### src/rtl/nn_pkg.sv
// rtl/nn_pkg.sv - shared widths, FSM encoding and saturation limits for the neuron datapath
package nn_pkg;

   localparam int PROD_W  = 26;
   localparam int N_TERMS = 784;
   localparam int CNT_W   = 10;
   localparam int ACC_W   = 36;

   typedef enum logic [1:0] {
      IDLE   = 2'd0,
      ACCUM  = 2'd1,
      FINISH = 2'd2
   } state_t;

   localparam logic [PROD_W-1:0] SAT_MAX = {1'b0, {(PROD_W-1){1'b1}}};
   localparam logic [PROD_W-1:0] SAT_MIN = {1'b1, {(PROD_W-1){1'b0}}};

endpackage

### src/rtl/sat_trunc.sv
// rtl/sat_trunc.sv - clamps a wide signed accumulator into PROD_W and flags overflow
module sat_trunc
   import nn_pkg::*;
#(
   parameter int IN_W = ACC_W
) (
   input  logic [IN_W-1:0]   acc,
   output logic [PROD_W-1:0] res,
   output logic              ovf
);

   // The value fits only when every bit from the output sign bit upward agrees.
   logic [IN_W-PROD_W:0] upper;

   assign upper = acc[IN_W-1:PROD_W-1];
   assign ovf   = ~((&upper) | ~(|upper));

   always_comb begin
      res = acc[PROD_W-1:0];
      if (ovf) begin
         res = acc[IN_W-1] ? SAT_MIN : SAT_MAX;
      end
   end

endmodule

### src/rtl/neuron_accumulator.sv
// rtl/neuron_accumulator.sv - sums N_TERMS signed products onto a bias and emits a saturated result
module neuron_accumulator #(
   parameter int PROD_W  = nn_pkg::PROD_W,
   parameter int N_TERMS = nn_pkg::N_TERMS,
   parameter int CNT_W   = nn_pkg::CNT_W,
   parameter int ACC_W   = nn_pkg::ACC_W
) (
   input  logic              clk,
   input  logic              GlobalReset,
   input  logic              start,
   input  logic [PROD_W-1:0] bias_in,
   input  logic [PROD_W-1:0] prod_in,
   input  logic              prod_valid,
   output logic              busy,
   output logic [PROD_W-1:0] out_data,
   output logic              out_valid,
   output logic              sat_flag
);

   import nn_pkg::*;

   localparam logic [CNT_W-1:0] LAST = CNT_W'(N_TERMS - 1);

   state_t             state;
   state_t             state_nxt;
   logic [ACC_W-1:0]   acc;
   logic [CNT_W-1:0]   count;
   logic [ACC_W-1:0]   bias_ext;
   logic [ACC_W-1:0]   prod_ext;
   logic [PROD_W-1:0]  sat_res;
   logic               sat_ovf;

   assign bias_ext = {{(ACC_W-PROD_W){bias_in[PROD_W-1]}}, bias_in};
   assign prod_ext = {{(ACC_W-PROD_W){prod_in[PROD_W-1]}}, prod_in};
   assign busy     = (state == ACCUM);

   sat_trunc #(
      .IN_W (ACC_W)
   ) u_sat (
      .acc (acc),
      .res (sat_res),
      .ovf (sat_ovf)
   );

   always_ff @(posedge clk or posedge GlobalReset) begin
      if (GlobalReset) begin
         state <= IDLE;
      end else begin
         state <= state_nxt;
      end
   end

   // A start seen in ACCUM wins over the product on the same cycle.
   always_comb begin
      state_nxt = state;
      case (state)
         IDLE: begin
            if (start) state_nxt = ACCUM;
         end
         ACCUM: begin
            if (!start && prod_valid && count == LAST) state_nxt = FINISH;
         end
         FINISH: begin
            state_nxt = start ? ACCUM : IDLE;
         end
         default: state_nxt = IDLE;
      endcase
   end

   always_ff @(posedge clk or posedge GlobalReset) begin
      if (GlobalReset) begin
         acc       <= '0;
         count     <= '0;
         out_data  <= '0;
         out_valid <= 1'b0;
         sat_flag  <= 1'b0;
      end else begin
         out_valid <= 1'b0;
         if (start) begin
            acc   <= bias_ext;
            count <= '0;
         end else if (state == ACCUM && prod_valid) begin
            acc   <= acc + prod_ext;
            count <= count + 1'b1;
         end
         if (state == FINISH) begin
            out_data  <= sat_res;
            sat_flag  <= sat_ovf;
            out_valid <= 1'b1;
         end
      end
   end

endmodule
### config.mk
export PLATFORM = sky130hd
export DESIGN_NAME = neuron_accumulator
export DESIGN_NICKNAME = d
export VERILOG_FILES = /design/src/rtl/nn_pkg.sv /design/src/rtl/sat_trunc.sv /design/src/rtl/neuron_accumulator.sv
export SDC_FILE = /design/constraint.sdc
export NUM_CORES = 1
export LEC_CHECK = 0
export ABC_AREA = 0
export CORE_AREA = 2 2 113 115
export CTS_BUF_LIST = sky130_fd_sc_hd__clkbuf_2 sky130_fd_sc_hd__clkbuf_4 sky130_fd_sc_hd__clkbuf_8
export CTS_CLUSTER_SIZE = 25
export DETAILED_ROUTE_END_ITERATION = 12
export DIE_AREA = 0 0 115 117
export PLACE_DENSITY = 0.79
export SETUP_SLACK_MARGIN = 0.3
export SLEW_MARGIN = 20
export SYNTH_ARGS = -nofsm -noshare
export SYNTH_HDL_FRONTEND = slang
export SYNTH_SLANG_ARGS = --single-unit
### constraint.sdc
create_clock -name clk -period 3.2 [get_ports clk]
set_input_delay 0.96 -clock clk [delete_from_list [all_inputs] [get_ports clk]]
set_output_delay 0.96 -clock clk [all_outputs]
set_load 0.03 [all_outputs]
==> parameters.txt <==
Parameter                              Value

GRT
  Met1 usage    38.0%
  Most used routing layer    met2
  Overall overflow remaining after global route    0
  Global-route total usage across every layer    28.2%
  Via count of the first global-routing pass    5732
  Largest net degree at the start of global routing    55
  Wire length of the first global-routing pass    29700 µm
  Met2 global-route usage    about 45%
  Met3 track demand over resource in global routing    ~4.0%
  Initial antenna violation count    1

Place
  Global placement routability congestion    0.968
  Post-DP HPWL    around 13000 µm
  Placement-stage cell area    7130 µm²
  Port bufs    between 80 and 90

Clocking
  Number of buffers inserted during clock tree synthesis    9
  Level count of the clock H-tree    3
  Number of sinks handled by clock tree synthesis    76
  TritonCTS clock tree    done
  Clock-pin slew reported for the worst setup and hold paths after clock tree synthesis    roughly 0.09 ns
  Clock latency at the later pin of the worst-skew pair    0.38 ns
  Maximum clock insertion buffer count    2
  Clock tree root driver cell    sky130_fd_sc_hd__clkbuf_8
  Cts-stage hold buffer count    0

Timing
  Pin slew with the least headroom to its limit    0.621 ns
  Final count of negative-setup-slack endpoints    0
  FMAX    between 300 and 400 MHz
  Post-route clock skew    0.0184 ns
  Final hold slack    0.469 ns
  Slew headroom    around 59%
  Shortest period the worst path allows    3.01 ns
  Setup repair after global routing missed its margin    true
  Share of the clock period used by the worst path    93.9%
  Max-slew violation total from the final report    0
  Final number of hold-violating endpoints    0

Floorplan
  Core outline area    12300 µm²
  Row Count    41
  Chip width    between 100 and 150 µm
  Effective utilization at floorplan    44.0%
  Area enclosed by the die boundary    about 13000 µm²
  Number of placed I/O pins    between 80 and 90
  Die Span Y    117 µm

Final layout
  Total non-filler cell area in the finished layout    8150 µm²
  Layout Area Growth over Synthesis    50.3%
  Fraction of layout cells with a size suffix above 1    28.8%
  Final net count    934

Critical path
  Largest fanout on the critical path    3
  Kind of start point of the critical path    primary input
  Arrival time at the worst endpoint    3.27 ns
  Type of the worst setup path    primary input to flip-flop
  Element type at the critical path end    flip-flop
  CP required    3.46 ns
  Register-to-register setup slack    0.41 ns

Synthesis
  Synth Area per Inst    8.25 µm²
  Number of enable-type register cells in the synthesized netlist    0
  Post-synthesis async set-or-reset flop share    between 90% and 100%
  Number of synthesis warnings    0
  Top flip-flop cell by instance count after synthesis    sky130_fd_sc_hd__dfrtp_1
  Synth Net Count    750
  Most area-consuming cells after synthesis    sky130_fd_sc_hd__dfrtp_1 35%, sky130_fd_sc_hd__o21ai_0 9.0%, sky130_fd_sc_hd__ha_1 8.3%, sky130_fd_sc_hd__nand2_1 5.7%, sky130_fd_sc_hd__a21oi_1 4.8%
  Post-synthesis instance total    657
  Register bit count reported by yosys    76
  Area share of the largest cell type after synthesis    35.1%
  Largest area contributor in the netlist    sky130_fd_sc_hd__dfrtp_1
  Post-synthesis instance area    5420 µm²
  Sequential-to-total area share from yosys stat    35.1%
  Distinct cells, synth    59

Drt
  Number of nets with antenna violations after detailed routing    0
  Routed via count    between 6000 and 7000
  Number of design rule violations left after detail routing    0
  WL final    19400 µm
  Pre-antenna DRT Iters    6
  1st-iter DRT viols    687
  Via-per-instance ratio    6.14
  Wire per inst    19.5 µm

Power
  Final Power    ~4000 µW
  Static leakage power    0.00348 µW
  Pwr dens    between 500 and 600 nW/µm²
  Worst IR Drop VDD    ~0.00021 V

Worst hold path
  Hold Path Class    flip-flop to flip-flop

Run
  Max_cap viols    0

Status
  Outcome    completed
-- metal layers --
metal	wire, µm	share of wire (%)
met1	7990	41
met2	8860	46
met3	1730	8.9
met4	829	4.3
met5	0	0
-- registers in the layout (all words and copies together) (netlist names) --
signal and cells:
acc 36, count 10, out_data 26, out_valid 1, sat_flag 1, state 2
-- final cells by class --
cell class                 instances  area, µm²
antenna                            1       2.50
inverter                          17       63.8
clock inverter                     6       88.8
sequential                        76       1900
tap                              150        188
clock buffer                      10        131
multi-input combinational        529       3930
fill                             910       4160
timing repair buffer             208       1840
-- cells by family (layout without fill, tap and decap cells) --
group | after synthesis | count (layout) | synth area share, %
other | 0 | 1 | 0
xor gates and xnor gates | 29 | 29 | 4.68
adders and majority gates | 37 | 37 | 8.68
and+or+nand+nor | 232 | 232 | 21.0
DFF | 76 | 76 | 35.1
buffers and inverters | 52 | 241 | 3.74
AOI/OAI and AO/OA | 219 | 219 | 24.4
muxes | 12 | 12 | 2.33
-- worst paths after layout --
kind                                           start                        to  cells after the start
worst min register to register  state[1]$_DFFE_PP0P_      state[1]$_DFFE_PP0P_                      1
worst min-delay path            state[1]$_DFFE_PP0P_      state[1]$_DFFE_PP0P_                      1
max in group asynchronous                GlobalReset  out_data[15]$_DFFE_PP0P_                      3
worst max register to register    acc[0]$_DFFE_PP0P_       acc[24]$_DFFE_PP0P_                     13
worst max-delay path                      prod_in[0]       acc[28]$_DFFE_PP0P_                     13
min in group asynchronous                GlobalReset       acc[30]$_DFFE_PP0P_                      2
-- critical path, cell delays in order --
cell                        delay (ns)
sky130_fd_sc_hd__buf_6            0.09
sky130_fd_sc_hd__ha_4             0.15
sky130_fd_sc_hd__inv_2            0.05
sky130_fd_sc_hd__fa_2             0.19
sky130_fd_sc_hd__and2b_2          0.26
sky130_fd_sc_hd__o2111ai_4        0.25
sky130_fd_sc_hd__a211oi_4         0.12
sky130_fd_sc_hd__nor3b_4          0.28
sky130_fd_sc_hd__buf_6            0.14
sky130_fd_sc_hd__o21bai_4         0.06
sky130_fd_sc_hd__or4_1            0.52
sky130_fd_sc_hd__nand4_1          0.10
sky130_fd_sc_hd__a31oi_1          0.08
-- power breakdown --
part	switching, µW	leakage [µW]	internal, µW	total [µW]
clock network	398	0.000106	448	846
logic	1050	0.00240	1020	2070
registers	142	0.000976	1040	1180
-- layout by cell type (no fill, tap or decap), drive strengths merged, types with 17 or more instances in the layout --
master,instances
inv,17
buf,126
a21oi,55
nand3,17
nand2,83
ha,36
o21ai,104
clkdlybuf4s50,60
nor2,40
dfrtp,76
nor3,20
nand4,25
-- synth_stat cells (16+ instances only) --
library cell	count
sky130_fd_sc_hd__a21oi_1	52
sky130_fd_sc_hd__clkbuf_1	25
sky130_fd_sc_hd__dfrtp_1	76
sky130_fd_sc_hd__ha_1	36
sky130_fd_sc_hd__inv_1	17
sky130_fd_sc_hd__nand2_1	83
sky130_fd_sc_hd__nand3_1	17
sky130_fd_sc_hd__nand4_1	25
sky130_fd_sc_hd__nor2_1	39
sky130_fd_sc_hd__nor3_1	18
sky130_fd_sc_hd__o21ai_0	98
sky130_fd_sc_hd__xnor2_1	16
-- metrics by stage --
stage	setup TNS [ns]	setup slack, ns	utilization [%]	cells
6_report	0	0.195	66.2	997
4_1_cts	0	0.225	63.5	985
5_1_grt	0	0.130	66.2	997
3_5_place_dp	-8.41	-0.528	57.9	958
2_1_floorplan	0	0.161	-	657
3_3_place_gp	-7.14	-0.477	57.9	958
-- what timing repair did --
item                                    4_1_cts  5_1_grt
buffers inserted                             11       11
gates resized for setup                      88       56
cloned                                        0        0
pin swaps                                    46       50
endpoints found under the setup margin       24       23
Power figures use the tool's default switching activity.
